`config.mk`:
```
export PLATFORM = sky130hd
export DESIGN_NAME = lif_net_pipe
export DESIGN_NICKNAME = d
export VERILOG_FILES = /design/src/rtl/lif_net_pipe.sv
export SDC_FILE = /design/constraint.sdc
export NUM_CORES = 1
export LEC_CHECK = 0
export ABC_AREA = 1
export CORE_MARGIN = 1.5
export CORE_UTILIZATION = 50
export DETAILED_ROUTE_END_ITERATION = 12
export GPL_TIMING_DRIVEN = 1
export PLACE_DENSITY_LB_ADDON = 0.15
export SLEW_MARGIN = 20
export SYNTH_ARGS = -nofsm -noshare
export SYNTH_HDL_FRONTEND = slang
export SYNTH_SLANG_ARGS = --single-unit
export TNS_END_PERCENT = 100
```
`constraint.sdc`:
```
create_clock -name clk -period 8.1 [get_ports clk]
set_input_delay 1.62 -clock clk [delete_from_list [all_inputs] [get_ports clk]]
set_output_delay 1.62 -clock clk [all_outputs]
set_load 0.02 [all_outputs]
```
`src/rtl/lif_net_pipe.sv`:
```
// Two-layer leaky-integrate-and-fire network: N_CH hidden neurons feed one output
// neuron through programmable signed weights, with a 3-stage step pipeline.

module lif_neuron #(
  parameter int W          = 8,
  parameter int THRESH     = 128,
  parameter int BETA_SHIFT = 3,
  parameter int REFRAC     = 2
) (
  input  logic         clk,
  input  logic         rst,
  input  logic         en,
  input  logic [W-1:0] cur,
  output logic [W-1:0] u,
  output logic         spike
);
  localparam int RW = (REFRAC > 0) ? $clog2(REFRAC + 1) : 1;
  localparam logic [W:0]    SAT = {1'b0, {W{1'b1}}};
  localparam logic [W:0]    TH  = (W+1)'(THRESH);
  localparam logic [RW-1:0] RF  = RW'(REFRAC);

  logic [RW-1:0] r;
  logic [W:0]    s_raw;
  logic [W:0]    s;
  logic [W:0]    diff;
  logic          fire;

  // One extra bit holds leak+current before saturation.
  always_comb begin
    s_raw = {1'b0, u} - ({1'b0, u} >> BETA_SHIFT) + {1'b0, cur};
    s     = (s_raw > SAT) ? SAT : s_raw;
    fire  = (s >= TH);
    diff  = s - TH;
  end

  always_ff @(posedge clk) begin
    if (rst) begin
      u     <= '0;
      r     <= '0;
      spike <= 1'b0;
    end else if (en) begin
      if (r != '0) begin
        r     <= r - RW'(1);
        spike <= 1'b0;
      end else if (fire) begin
        u     <= diff[W-1:0];
        r     <= RF;
        spike <= 1'b1;
      end else begin
        u     <= s[W-1:0];
        spike <= 1'b0;
      end
    end
  end
endmodule

module lif_net_pipe #(
  parameter int N_CH       = 8,
  parameter int W          = 8,
  parameter int THRESH     = 128,
  parameter int BETA_SHIFT = 3,
  parameter int REFRAC     = 2,
  parameter int CNT_W      = 16
) (
  input  logic                      clk,
  input  logic                      rst,
  input  logic                      step,
  input  logic [N_CH*W-1:0]         current,
  input  logic                      wt_we,
  input  logic [$clog2(N_CH)-1:0]   wt_addr,
  input  logic [W-1:0]              wt_data,
  input  logic                      cnt_clr,
  output logic [N_CH-1:0]           hid_spike,
  output logic [N_CH*W-1:0]         hid_state,
  output logic                      spike_out,
  output logic [W-1:0]              state_out,
  output logic                      out_valid,
  output logic [CNT_W-1:0]          spike_count
);
  localparam int AW = $clog2(N_CH);
  localparam int SW = W + AW + 1;
  localparam logic signed [SW-1:0] SMAX = SW'((1 << W) - 1);

  logic [W-1:0]          wt [N_CH];
  logic                  addr_ok;
  logic signed [SW-1:0]  sum_c;
  logic [W-1:0]          sum_clamp;
  logic [W-1:0]          sum_q;
  logic                  v1;
  logic                  v2;

  for (genvar g = 0; g < N_CH; g++) begin : g_hid
    lif_neuron #(
      .W(W), .THRESH(THRESH), .BETA_SHIFT(BETA_SHIFT), .REFRAC(REFRAC)
    ) u_hid (
      .clk   (clk),
      .rst   (rst),
      .en    (step),
      .cur   (current[g*W +: W]),
      .u     (hid_state[g*W +: W]),
      .spike (hid_spike[g])
    );
  end

  if (N_CH == (1 << AW)) begin : g_addr_full
    assign addr_ok = 1'b1;
  end else begin : g_addr_chk
    assign addr_ok = (wt_addr < AW'(N_CH));
  end

  always_ff @(posedge clk) begin
    if (rst) begin
      for (int unsigned i = 0; i < N_CH; i++) wt[i] <= W'(1);
    end else if (wt_we && addr_ok) begin
      wt[wt_addr] <= wt_data;
    end
  end

  always_comb begin
    sum_c = '0;
    for (int unsigned i = 0; i < N_CH; i++)
      if (hid_spike[i]) sum_c = sum_c + SW'($signed(wt[i]));
    if (sum_c[SW-1])      sum_clamp = '0;
    else if (sum_c > SMAX) sum_clamp = '1;
    else                   sum_clamp = sum_c[W-1:0];
  end

  // v1/v2 track the step through the sum and output stages.
  always_ff @(posedge clk) begin
    if (rst) begin
      v1        <= 1'b0;
      v2        <= 1'b0;
      sum_q     <= '0;
      out_valid <= 1'b0;
    end else begin
      v1        <= step;
      v2        <= v1;
      out_valid <= v2;
      if (v1) sum_q <= sum_clamp;
    end
  end

  lif_neuron #(
    .W(W), .THRESH(THRESH), .BETA_SHIFT(BETA_SHIFT), .REFRAC(REFRAC)
  ) u_out (
    .clk   (clk),
    .rst   (rst),
    .en    (v2),
    .cur   (sum_q),
    .u     (state_out),
    .spike (spike_out)
  );

  always_ff @(posedge clk) begin
    if (rst || cnt_clr)
      spike_count <= '0;
    else if (out_valid && spike_out && (spike_count != '1))
      spike_count <= spike_count + CNT_W'(1);
  end
endmodule

```
==> impl_results.md, run 1 <==
- Status: finished clean
- Starting DRT DRC Count: 714
- Fillers: 2820
- R2r setup slk: 0.04 ns
- I/O Pins: 178
- Synth top area cells: ha_1 15%, dfxtp_1 15%, inv_1 12%, edfxtp_1 12%, nand2_1 8.2%
- Commonest cells in the netlist: 555 x inv_1, 363 x nand2_1, 202 x ha_1, 184 x nor2_1, 152 x a21oi_1
- Final std cells w/o fill: 3103
- Mux cell area share after synthesis: 0
- DR vias/cell: 5.08
- Total GRT Usage: 0.267
- Buf/Inv on CP: 12
- Slew Viols, Final: 0
- Reg2reg end: sum_q[3]
- Share of the synthesized area in the top cell type: 0.151
- FP Rows: 66
- Synth Area in Adders: 0.214
- Setup CP Type: register to register
- Post-synth top area cell: ha_1
- Cell with the most instances after synthesis: inv_1
- Minimum clock period: 8.06 ns
- Max FO, Critical Path: 6
- Core area: 0.0327 mm2
- Power per cell area: 350 mW/mm2
- Xor/xnor share of the synthesized area: 0.0509
- R2R cell count: 60
- Clk_skew: 0.00789 ns
- Cell mode on critical path: nand2_1
- Post-detailed-route count of antenna-violating nets: 0
- Routed WL: 45.7 mm
- Startpoint types: register
- Worst-path clk slew: 0.07 ns
- # diodes: 0
- Maximum VDD drop: 0.000178 V
- Largest net degree at the start of global routing: 67
- Die Ht: 186 um
- Synthesized area: 0.0167 mm2
- Final Util: 0.677
- Initial core utilization: 0.511
- CP Capture Type: register
- Die area: 0.0345 mm2
- Dpl cells: 3034
- TritonRoute pass-1 iters: 5
- TritonCTS buffer count: 17
- Achievable clock frequency: 124 MHz
- Prevailing post-synth register cell: dfxtp_1
- Clock latency on the worst-skew pair: 0.44 ns
- Setup TNS: 0 ns
- DR vias: 15760
- First-pass GRT wire length: 73.7 mm
- Clock Tree Buf Depth: 2
- Gpl congestion: 0.927
- Crit path depth: 60
- Critical Path RT: 8.47 ns
- Cell family with most CP delay: simple AND/OR/NAND/NOR gates
- GRT overflow: 0
- H-tree depth: 4
- CP max-delay cell: dfxtp_4
- Final setup violation count: 0
- Unique cell type count in the Yosys netlist: 53
- Die X: 186 um
- Max stage delay on crit path: 0.37 ns
- Syn nets: 2608
- Avg Cell Area, Syn: 7.34 um2
- DR WL/cell: 14.7 um
- Post-synth ARST share: 0
- Max-cap violations: 0
- P_leak: 10.8 nW
- Buffers on Ports: 177
- Number of global-route vias before repair: 15457
- Seq/Total Area, Yosys: 0.266
- Total Power: 7.75 mW
- Main combinational cell family by area after synthesis: adder cells
- CTS root buf: clkbuf_16
- Sink Count: 190
- Cell count after synthesis: 2274
- DRC errors left: 0
- Hold Path Class: register to register
- Post-route setup slack: 0.0448 ns
- Initial antenna violation count: 0
- Simple-gate portion of the synthesized area: 0.194
- Share of cells above drive strength 1: 0.184
- CTS tree: built
- Origin of the worst setup path: g_hid[0].u_hid.spike
- Critical Path End: sum_q[3]
- Final hold vios: 0
- Number of synthesized register bits: 190
- Area delta synth->final: 32.5%
- Compound-cell area share of the yosys netlist: 0.133
- Worst Tran Pin Value: 0.796 ns
- Yosys warning count: 0
- Relative slew margins: 0.467
- Crit path DAT: 8.43 ns
- Post-DP HPWL: 35.3 mm
- Worst reg2reg path startpoint: g_hid[0].u_hid.spike
- Pre-CTS setup slack: -0.630 ns
- Fin crit share: 0.994
- Number of synthesized flops with an enable pin: 64
- NumNets Final: 2982
- Unrepaired setup endpoints after global routing: yes
## power by group
part           internal [mW]  switching (mW)
registers               1.13           0.141
logic                   2.56            3.07
clock network          0.433           0.404
total                   4.13            3.62
## cell type report
cell class | instances | area (um2) | area share
multi-input combinational | 1477 | 11000 | 0.498
sequential | 190 | 4450 | 0.201
timing repair buffer | 393 | 3410 | 0.154
inverter | 569 | 2140 | 0.0967
tap | 442 | 553 | 0.0250
clock buffer | 19 | 433 | 0.0196
clock inverter | 13 | 131 | 0.00594
## metrics by stage
step	area, um2	hold slack (ns)
final	22100	0.480
after global placement	20200	0.461
after global routing	22100	0.503
after CTS	21400	0.482
after detailed placement	20200	0.472
after floorplan	16700	0.437
## how the worst min path moves through the flow
| stage | end | cells past startpoint | slack [ns] | from |
|---|---|---|---|---|
| floorplan | out_valid | 2 | 0.44 | v2 |
| global placement | g_hid[0].u_hid.r[1] | 2 | 0.46 | g_hid[0].u_hid.r[1] |
| detailed placement | out_valid | 2 | 0.47 | v2 |
| CTS | sum_q[1] | 2 | 0.48 | sum_q[1] |
| global route | out_valid | 2 | 0.50 | v2 |
| finish | g_hid[6].u_hid.r[1] | 2 | 0.48 | g_hid[6].u_hid.r[1] |
## cell usage in the layout (no fill, tap or decap), types with 6 or more instances in the layout
cell / count
clkbuf_16: 17
nand4_1: 16
o21ai_1: 11
buf_4: 213
nor3_1: 14
nand2_2: 47
a21oi_4: 6
fa_1: 48
a21oi_1: 121
o221ai_1: 24
nand2_4: 11
nand2_1: 320
o21bai_1: 33
xnor2_1: 21
nand3_1: 115
ha_4: 37
clkinv_1: 10
clkdlybuf4s50_1: 176
a31oi_1: 21
dfxtp_1: 125
inv_2: 23
a21oi_2: 30
o21ai_0: 61
edfxtp_1: 64
a221oi_1: 20
nor2_2: 8
xor2_1: 72
ha_1: 163
nor2_1: 174
inv_1: 534
o21ai_2: 18
nand3_2: 15
## per-layer routing
metal / vias to the layer above / wire (um) / global-route usage
li1: 7994 / - / -
met3: 59 / 1770 / 0.0395
met5: - / 0 / 0
met1: 7410 / 20000 / 0.327
met4: 0 / 987 / 0.0823
met2: 297 / 22900 / 0.483
## worst register-to-register path, delay by kind of cell, from the launching register on
kind,cells,cell delay (ns)
AND/OR/NAND/NOR,27,2.50
XOR/XNOR,5,0.79
buffers and inverters,12,1.10
flip-flops,1,0.37
adder cells (fa/ha/maj),7,2.08
AO/OA/AOI/OAI,9,1.15
## kinds of logic (layout without fill, tap and decap cells)
group	after synthesis	count (layout)
buffers and inverters	607	994
XOR/XNOR	97	97
AO/OA/AOI/OAI	366	366
flip-flops	190	190
AND/OR/NAND/NOR	760	760
adder cells (fa/ha/maj)	254	254
## state kept, by name (all words and copies together), names as in the netlist
name	cells
u_out.u	8
g_hid.u_hid.r	16
spike_count	16
u_out.spike	1
u_out.r	2
wt	64
sum_q	8
out_valid	1
v2	1
g_hid.u_hid.u	64
v1	1
g_hid.u_hid.spike	8
## timing repair
item | in CTS | in global routing
endpoints found under the setup margin | 8 | 8
pin swaps | 57 | 101
resized for setup | 114 | 121
setup buffers | 14 | 23
hold buffers | 0 | 0
(Power assumes the default switching activity.)
==> run 2, diff against run 1 <==
SETUP_SLACK_MARGIN = 0.1   (was default)
clock period = 6.81 ns   (was 8.1 ns; I/O delays follow)
==> run 2 against run 1 <==
Compared with the run above:
- final cell count increased by 2.5%
- highest routed layer is now met5
- largest cell class unchanged
- final area increased by 1.7%
- routed wire length shrank 0.48%
- flip-flop and latch count unchanged
- via count is 1.6% higher
- the flow now finishes with violations (setup timing)
- fmax rose by 0.28%
- clock power is 23% higher
- total power up 20%
==> impl_results.md, run 2 (synthesized netlist as in run 1, its figures left out) <==
- Unrepaired setup endpoints after global routing: yes
- Max FO, Critical Path: 5
- Critical Path RT: 7.19 ns
- I/O Pins: 178
- Clk_skew: 0.0115 ns
- Dpl cells: 3094
- CTS root buf: clkbuf_16
- Buffers on Ports: 177
- Die X: 186 um
- Failing checks: setup timing
- Maximum VDD drop: 0.000197 V
- Max stage delay on crit path: 0.41 ns
- P_leak: 11.2 nW
- CP Capture Type: register
- Post-detailed-route count of antenna-violating nets: 0
- Total GRT Usage: 0.272
- First-pass GRT wire length: 75.0 mm
- Hold Path Class: register to register
- Core area: 0.0327 mm2
- Max-cap violations: 0
- Slew Viols, Final: 0
- Post-route setup slack: -1.22 ns
- Final std cells w/o fill: 3181
- Post-DP HPWL: 36.1 mm
- Sink Count: 190
- DR WL/cell: 14.3 um
- Starting DRT DRC Count: 772
- Largest net degree at the start of global routing: 68
- CP max-delay cell: edfxtp_1
- NumNets Final: 3060
- Die area: 0.0345 mm2
- TritonRoute pass-1 iters: 5
- Worst-path clk slew: 0.08 ns
- DRC errors left: 0
- CTS tree: built
- Number of global-route vias before repair: 16084
- Final setup violation count: 8
- Initial antenna violation count: 1
- Min Hold Slack: 0.490 ns
- Cell mode on critical path: buf_4
- Power per cell area: 414 mW/mm2
- DR vias: 16011
- Registers with the most flip-flops: g_hid.u_hid.u: 64 flops, wt: 64 flops
- Startpoint types: register
- # diodes: 0
- Leading cell type in the layout, fill and taps excluded: inv_1
- Routed WL: 45.5 mm
- Relative slew margins: 0.458
- Fin crit share: 1.18
- GRT overflow: 0
- Final hold vios: 0
- Fillers: 2715
- FP Rows: 66
- Share of cells above drive strength 1: 0.194
- Area delta synth->final: 34.8%
- Clock Tree Buf Depth: 2
- Clock latency on the worst-skew pair: 0.45 ns
- Crit path DAT: 8.41 ns
- Gpl congestion: 0.900
- DR vias/cell: 5.03
- Setup CP Type: register to register
- Achievable clock frequency: 124 MHz
- TritonCTS buffer count: 17
- Status: complete, but fails checks
- Minimum clock period: 8.03 ns
- Commonest cells after routing, fill and taps aside: 542 x inv_1, 334 x nand2_1, 289 x buf_4
- Initial core utilization: 0.511
- H-tree depth: 4
- Worst Tran Pin Value: 0.810 ns
- Die Ht: 186 um
==> run 2: changes by cell type in the layout (fill, tap and decap cells not counted), moves of 3 or more <==
| cell | before | now |
|---|---|---|
| buf_4 | 213 | 289 |
| buf_6 | 2 | 5 |
| ha_1 | 163 | 169 |
| ha_4 | 37 | 31 |
| inv_1 | 534 | 542 |
| inv_2 | 23 | 15 |
| nand2_1 | 320 | 334 |
| nand2_2 | 47 | 34 |
| nor3_2 | 5 | 2 |
==> run 2: critical path, delay by kind of cell (launching register included) <==
| kind | cells | cell delay [ns] |
|---|---|---|
| compound gates | 7 | 0.99 |
| xor+xnor | 3 | 0.46 |
| fa+ha+maj | 8 | 1.97 |
| buf+inv | 18 | 1.64 |
| flops | 1 | 0.41 |
| simple gates | 26 | 2.44 |
==> run 2: layout make-up <==
type                    count  area [um2]  share of cell area
clock inverters            14         160             0.00711
clock buffers              18         429              0.0191
repair buffers            471        3990               0.177
flip-flops and latches    190        4450               0.197
multi-input cells        1477       10800               0.479
inverters                 569        2140              0.0950
well taps                 442         553              0.0246
==> run 2: report_power, final <==
part           leakage (nW)  internal [mW]  switching [mW]
sequential             1.65           1.34           0.165
clock                 0.287          0.550           0.481
combinational          9.24           3.17            3.61
total                  11.2           5.06            4.26
==> run 2: final timing paths <==
| kind | cells after the start | from | endpoint | slack, ns |
|---|---|---|---|---|
| max | 62 | wt[0][0] | sum_q[1] | -1.22 |
| min reg2reg | 2 | g_hid[4].u_hid.r[1] | g_hid[4].u_hid.r[1] | 0.49 |
| min | 2 | g_hid[4].u_hid.r[1] | g_hid[4].u_hid.r[1] | 0.49 |
| max reg2reg | 62 | wt[0][0] | sum_q[1] | -1.22 |
==> run 2: timing repair <==
| action | in CTS | in global routing |
|---|---|---|
| endpoints found under the setup margin | 8 | 8 |
| pin swaps | 72 | 17 |
| hold endpoints to repair | 0 | 0 |
| resized for setup | 102 | 29 |
| hold buffers | 0 | 0 |
| buffers inserted | 49 | 6 |
==> run 2: routing by layer <==
metal,part of all wire,GRT usage,routed length [um]
met1,0.44,0.330,20100
met2,0.49,0.488,22400
met3,0.038,0.0423,1740
met4,0.026,0.0887,1190
met5,0.00024,0,11
==> run 2: through the flow <==
| step | power (mW) | setup TNS (ns) | setup slack (ns) | instance area [um2] | util |
|---|---|---|---|---|---|
| finish | 9.32 | -9.50 | -1.22 | 22500 | 0.688 |
| global route | 10.2 | -14.55 | -1.85 | 22500 | 0.688 |
| CTS | 9.19 | -8.60 | -1.10 | 22300 | 0.683 |
| detailed placement | 7.66 | -11.42 | -1.45 | 20900 | 0.639 |
| global placement | 7.51 | -10.63 | -1.34 | 20900 | 0.639 |
| floorplan | 5.50 | -5.10 | -0.654 | 17000 | - |
